<file path="config.mk">
export PLATFORM = sky130hd
export DESIGN_NAME = register_file_dump_flat
export DESIGN_NICKNAME = d
export VERILOG_FILES = /design/src/rtl/register_file_dump_pkg.sv /design/src/rtl/register_file_dump_if.sv /design/src/rtl/register_file_dump_reg32_ar.sv /design/src/rtl/register_file_dump.sv /design/src/flat_wrapper.sv
export SDC_FILE = /design/constraint.sdc
export NUM_CORES = 2
export LEC_CHECK = 0
export CAP_MARGIN = 20
export CORE_ASPECT_RATIO = 1.75
export CORE_MARGIN = 5
export CORE_UTILIZATION = 55
export CTS_CLUSTER_SIZE = 24
export DETAILED_ROUTE_END_ITERATION = 10
export MAX_ROUTING_LAYER = met4
export PLACE_DENSITY = 0.72
export SKIP_CTS_REPAIR_TIMING = 1
export SLEW_MARGIN = 40
export SYNTH_ARGS = -nofsm -noshare
export SYNTH_HDL_FRONTEND = slang
export SYNTH_HIERARCHICAL = 1
export SYNTH_SLANG_ARGS = --single-unit
</file>
<file path="constraint.sdc">
create_clock -name clk -period 3.6 [get_ports clk]
set_clock_uncertainty 0.1 [all_clocks]
set_input_delay 0.72 -clock clk [delete_from_list [all_inputs] [get_ports clk]]
set_output_delay 0.72 -clock clk [all_outputs]
set_load 0.01 [all_outputs]
</file>
<file path="src/rtl/register_file_dump_pkg.sv">
// Purpose : shared sizes, types and dump FSM encoding for the register file.
// Latency : n/a (types, constants and one combinational helper only).
// Backpressure: n/a.
// Contents: WIDTH/NREGS/AW, word/address/array types, dump state enum,
//           fwd_read() write-first read helper used by every read path.
package register_file_dump_pkg;

  localparam int WIDTH = 32;
  localparam int NREGS = 32;
  localparam int AW    = $clog2(NREGS);

  typedef logic [WIDTH-1:0]            word_t;
  typedef logic [AW-1:0]               addr_t;
  typedef logic [NREGS-1:0][WIDTH-1:0] reg_arr_t;

  typedef enum logic {
    IDLE = 1'b0,
    SEND = 1'b1
  } dump_state_e;

  // Write-first read: a write landing on the same address this cycle is
  // forwarded, and address 0 always reads zero regardless of the write port.
  function automatic word_t fwd_read(addr_t addr, logic ld, addr_t rw,
                                     word_t pw, reg_arr_t regs);
    word_t r;
    r = regs[addr];
    if (ld && (rw == addr)) r = pw;
    if (addr == '0)         r = '0;
    return r;
  endfunction

endpackage

</file>
<file path="src/rtl/register_file_dump_if.sv">
// Purpose : bundles the write/read ports and the dump stream of the register file.
// Latency : n/a (wiring only).
// Backpressure: dump stream is valid/ready; dump_valid never depends on dump_ready.
// Ports   : master = CPU/monitor side (drives Ld/RW/PW/RA/RB/dump_start/dump_ready),
//           slave  = register file side (drives PA/PB/dump_valid/addr/data/busy).
interface register_file_dump_if;

  logic                          Ld;
  register_file_dump_pkg::addr_t RW;
  register_file_dump_pkg::word_t PW;
  register_file_dump_pkg::addr_t RA;
  register_file_dump_pkg::addr_t RB;
  register_file_dump_pkg::word_t PA;
  register_file_dump_pkg::word_t PB;
  logic                          dump_start;
  logic                          dump_ready;
  logic                          dump_valid;
  register_file_dump_pkg::addr_t dump_addr;
  register_file_dump_pkg::word_t dump_data;
  logic                          dump_busy;

  modport master (
    output Ld, RW, PW, RA, RB, dump_start, dump_ready,
    input  PA, PB, dump_valid, dump_addr, dump_data, dump_busy
  );

  modport slave (
    input  Ld, RW, PW, RA, RB, dump_start, dump_ready,
    output PA, PB, dump_valid, dump_addr, dump_data, dump_busy
  );

endinterface

</file>
<file path="src/rtl/register_file_dump_reg32_ar.sv">
// Purpose : one WIDTH-bit storage register with load enable and async clear.
// Latency : 1 clock from ld/d to q.
// Backpressure: none; loads whenever ld is high.
// Ports   : clk, reset (async active-high clear), ld (load enable),
//           d (load data), q (stored value).
module reg32_ar
  import register_file_dump_pkg::*;
(
  input  logic  clk,
  input  logic  reset,
  input  logic  ld,
  input  word_t d,
  output word_t q
);

  word_t val_d;
  word_t val_q;

  always_comb begin
    val_d = val_q;
    if (ld) val_d = d;
  end

  always_ff @(posedge clk or posedge reset) begin
    if (reset) val_q <= '0;
    else       val_q <= val_d;
  end

  assign q = val_q;

endmodule

</file>
<file path="src/rtl/register_file_dump.sv">
// Purpose : 32x32 register file, R0 = 0, two write-first comb read ports, plus a
//           sequential dump streamer. Latency: write 1 edge, read 0, dump NREGS beats.
// Backpressure: dump beat (addr/data) holds while dump_ready=0; data is a snapshot.
// Ports   : clk, reset (async active-high), bus (register_file_dump_if.slave):
//           Ld/RW/PW write, RA/RB -> PA/PB reads, dump_start/ready/valid/addr/data/busy.
module register_file_dump
  import register_file_dump_pkg::*;
(
  input  logic                    clk,
  input  logic                    reset,
  register_file_dump_if.slave     bus
);

  // ---------------------------------------------------------------- storage
  reg_arr_t regs;

  assign regs[0] = '0;

  for (genvar i = 1; i < NREGS; i++) begin : g_reg
    logic ld_i;
    assign ld_i = bus.Ld && (bus.RW == addr_t'(i));
    reg32_ar u_reg (
      .clk   (clk),
      .reset (reset),
      .ld    (ld_i),
      .d     (bus.PW),
      .q     (regs[i])
    );
  end

  // ---------------------------------------------------------- operand reads
  assign bus.PA = fwd_read(bus.RA, bus.Ld, bus.RW, bus.PW, regs);
  assign bus.PB = fwd_read(bus.RB, bus.Ld, bus.RW, bus.PW, regs);

  // --------------------------------------------------------------- dump FSM
  dump_state_e state_d, state_q;
  addr_t       idx_d,   idx_q;
  word_t       data_d,  data_q;
  addr_t       idx_nxt;
  logic        dump_valid;
  logic        dump_busy;

  assign idx_nxt = idx_q + addr_t'(1);

  always_comb begin
    state_d    = state_q;
    idx_d      = idx_q;
    data_d     = data_q;
    dump_valid = 1'b0;
    dump_busy  = 1'b0;
    case (state_q)
      IDLE: begin
        if (bus.dump_start) begin
          state_d = SEND;
          idx_d   = '0;
          data_d  = '0;   // beat 0 is R0
        end
      end
      SEND: begin
        dump_valid = 1'b1;
        dump_busy  = 1'b1;
        if (bus.dump_ready) begin
          if (idx_q == addr_t'(NREGS - 1)) begin
            state_d = IDLE;
          end else begin
            idx_d  = idx_nxt;
            // Capture the value the register holds after this edge, so a
            // write to the next index in the accept cycle is included.
            data_d = fwd_read(idx_nxt, bus.Ld, bus.RW, bus.PW, regs);
          end
        end
      end
      default: state_d = IDLE;
    endcase
  end

  always_ff @(posedge clk or posedge reset) begin
    if (reset) begin
      state_q <= IDLE;
      idx_q   <= '0;
      data_q  <= '0;
    end else begin
      state_q <= state_d;
      idx_q   <= idx_d;
      data_q  <= data_d;
    end
  end

  assign bus.dump_valid = dump_valid;
  assign bus.dump_busy  = dump_busy;
  assign bus.dump_addr  = idx_q;
  assign bus.dump_data  = data_q;

endmodule

</file>
<file path="src/flat_wrapper.sv">
// flat-port wrapper written by rule: the top's interface ports become plain ports
module register_file_dump_flat import register_file_dump_pkg::*;
  (clk, reset, bus_Ld, bus_RW, bus_PW, bus_RA, bus_RB, bus_dump_start, bus_dump_ready, bus_PA, bus_PB, bus_dump_valid, bus_dump_addr, bus_dump_data, bus_dump_busy);
  register_file_dump_if bus_i ();
  input  logic clk;
  input  logic reset;
  input wire logic [$bits(bus_i.Ld)-1:0] bus_Ld;
  input wire logic [$bits(bus_i.RW)-1:0] bus_RW;
  input wire logic [$bits(bus_i.PW)-1:0] bus_PW;
  input wire logic [$bits(bus_i.RA)-1:0] bus_RA;
  input wire logic [$bits(bus_i.RB)-1:0] bus_RB;
  input wire logic [$bits(bus_i.dump_start)-1:0] bus_dump_start;
  input wire logic [$bits(bus_i.dump_ready)-1:0] bus_dump_ready;
  output wire logic [$bits(bus_i.PA)-1:0] bus_PA;
  output wire logic [$bits(bus_i.PB)-1:0] bus_PB;
  output wire logic [$bits(bus_i.dump_valid)-1:0] bus_dump_valid;
  output wire logic [$bits(bus_i.dump_addr)-1:0] bus_dump_addr;
  output wire logic [$bits(bus_i.dump_data)-1:0] bus_dump_data;
  output wire logic [$bits(bus_i.dump_busy)-1:0] bus_dump_busy;
  assign bus_i.Ld = bus_Ld;
  assign bus_i.RW = bus_RW;
  assign bus_i.PW = bus_PW;
  assign bus_i.RA = bus_RA;
  assign bus_i.RB = bus_RB;
  assign bus_i.dump_start = bus_dump_start;
  assign bus_i.dump_ready = bus_dump_ready;
  assign bus_PA = bus_i.PA;
  assign bus_PB = bus_i.PB;
  assign bus_dump_valid = bus_i.dump_valid;
  assign bus_dump_addr = bus_i.dump_addr;
  assign bus_dump_data = bus_i.dump_data;
  assign bus_dump_busy = bus_i.dump_busy;
  register_file_dump u_core (.clk(clk), .reset(reset), .bus(bus_i));
endmodule
</file>
==> impl_metrics.yaml <==
timing:
  fin_crit_ps: 3860
  slew_violations: 0
  fin_crit_sh_pct: 107
  worst_pin_slew_ps: 862
  relSlewSlack_pct: 42.5
  rsz0062_at_grt: "true"
  setup_viol: 60
  max_clock_freq_mhz: 259
  hold_viol_final: 0
  layout_setup_ws_ps: -257
  holdWs_ps: 166
status:
  violations: "negative setup slack"
  status: "finished, violations left"
synth:
  netlist_area_um2: 68300
  synth_most_common_cell: "dfrtp_1"
  ys_top_cells_by_area: "dfrtp_1 (38%), mux4_2 (22%), mux2_4 (20%)"
  ys_ff_latch: 1030
  synth_common_cells: "dfrtp_1 (1030), mux2_4 (930), mux4_2 (655)"
  synth_nets: 4720
  synth_top_area_share_pct: 37.7
  synthCells: 4665
  seq_area_frac_synth_pct: 37.7
  avgSynthCellArea_um2: 14.6
  yosysTopAreaCell: "dfrtp_1"
  ys_warn_count: 6
  synth-main-ff-cell: "dfrtp_1"
  postSynth.asyncResetShare_pct: 100
  ys_types: 58
  synth-edff-count: 0
pwr:
  p_leak_nw: 35.9
  ir_drop_uv: 552
  total_power_mw: 51.4
  power_density_nw_per_um2: 611
floorplanning:
  start_util_pct: 55.2
  die_y_um: 476
  die_w_um: 276
  rows: 171
  core_area_um2: 124000
  die_area_um2: 132000
  pin_count: 155
placement:
  place_hpwl_um: 207000
  numPortBuffers: 154
  gp_congestion: 1.05
  place_inst: 6730
  place_area_um2: 76300
setup_path:
  critical_path_class: "in2out"
  cpPeakStageDelay_ps: 500
  endpoint_kind: "primary output"
  critPathMaxFanout: 8
  start_kind: "input pin"
  crit_chain: "buf_16, buf_12, buf_12, clkbuf_16, mux4_2, mux4_2, a22oi_2, buf_4, a21oi_2, buf_2"
  cp.arrival_ps: 3040
  critPathRequiredTime_ps: 2780
  critPathSlowestCell: "mux4_2"
global_routing:
  grtUsageTotal_pct: 46.5
  grt_pass1_vias: 54437
  overflow: 0
  antenna_found_initial: 13
  grt_max_degree: 84
  grt_pass1_wl_um: 424000
routing:
  routed_wl_um: 319000
  drt_pass1_iterations: 6
  via_per_inst: 7.82
  drc: 0
  vias: 55583
  first_iter_violations: 9756
  ant_nets: 0
  detail_route.wl_per_cell_um: 44.9
finish:
  final_area_um2: 84000
  syn2layout_area_growth_pct: 22.9
  drive_above_1_share_pct: 57.9
  nets: 5426
  final_util_pct: 67.8
  finalNonFillerCells: 7112
cts:
  cts_buffer_depth: 3
  cts_htree_levels: 3
  cts_buffers: 99
  cts_tree: "yes"
  cts.sinks: 1030
  cts.reportedPaths.clkPinSlew_ps: 70
  clkLatencyLatePin_ps: 740
  root_buffer: "clkbuf_16"
worst_hold_path:
  hold_path.class: "in2async"
job:
  drv_cap: 0
==> sequential cells by signal, summed over array words and instances (netlist names) <==
name                  flops
u_core/g.u_reg/q        992
u_core/state_q            1
u_core/bus.dump_addr      5
u_core/bus.dump_data     32
==> worst max-delay path, delay by kind of cell <==
family,cells,cell delay (ps)
mux,2,980
buf+inv,6,930
compound gates,2,370
==> cell families after synthesis <==
kind of cell               after synthesis  synth area share [%]
adders and majority gates                3                0.0549
muxes                                 1810                  45.6
and+or+nand+nor                        726                  4.84
xor gates and xnor gates                18                 0.273
buffers and inverters                  505                  5.76
AOI/OAI and AO/OA                      573                  5.81
DFF                                   1030                  37.7
==> metal layers <==
metal | vias up | global-route usage [%] | routed length, um
met3 | 2189 | 17.2 | 47700
met4 | 0 | 39.8 | 40300
li1 | 19621 | - | -
met1 | 27739 | 51.9 | 97200
met5 | - | - | 0
met2 | 6034 | 65.6 | 134000
==> cells in the final DEF, fill, tap and decap left out, types with 35 or more instances in the layout <==
cell type | synthesis | routed
a21oi_1 | 104 | 66
a221oi_1 | 55 | 51
a22o_1 | 48 | 48
a22oi_1 | 84 | 57
a31oi_1 | 38 | 37
buf_12 | 93 | 200
buf_4 | 39 | 595
buf_6 | 35 | 92
clkbuf_16 | 0 | 131
clkdlybuf4s50_1 | 0 | 74
dfrtp_1 | 1030 | 1028
inv_2 | 0 | 35
mux2_2 | 130 | 129
mux2_4 | 930 | 931
mux2i_1 | 95 | 83
mux4_2 | 655 | 655
nand2_1 | 333 | 319
nand2b_1 | 38 | 35
nand3_1 | 105 | 100
nand4_1 | 37 | 37
nor2_1 | 114 | 78
==> power by group <==
part	switching [mW]	internal (mW)	total (mW)
Clock	5.04	6.79	11.8
Sequential	3.00	13.9	16.9
Combinational	11.2	11.3	22.6
==> path summary, 6_finish.rpt <==
check | from | endpoint | slack (ps) | cells past startpoint
min in group clk | u_core/bus.dump_data[9] | u_core/bus.dump_data[9] | 430 | 2
max reg2reg | u_core/bus.dump_addr[0] | u_core/bus.dump_data[12] | 10 | 13
max in group asynchronous | reset | u_core/g_reg[27].u_reg/q[26] | 2020 | 4
min | reset | u_core/g_reg[17].u_reg/q[7] | 170 | 3
max | bus_RB[0] | bus_PB[7] | -260 | 10
min reg2reg | u_core/bus.dump_data[9] | u_core/bus.dump_data[9] | 430 | 2
==> final cells by class <==
class / instances / area (um2)
inverters: 40 / 150
clock buffers: 139 / 2920
diodes: 18 / 45.0
repair buffers: 1070 / 12000
clock inverters: 42 / 633
well taps: 1643 / 2060
flip-flops and latches: 1030 / 25800
fillers: 8236 / 39900
multi-input cells: 3130 / 40500
==> stage by stage <==
step | TNS, ps | setup slack, ps
floorplan | 0 | 237
global placement | -59590 | -1230
detailed placement | -54990 | -1130
CTS | -56870 | -1160
global route | -5560 | -230
finish | -5870 | -257
(Power assumes the default switching activity.)
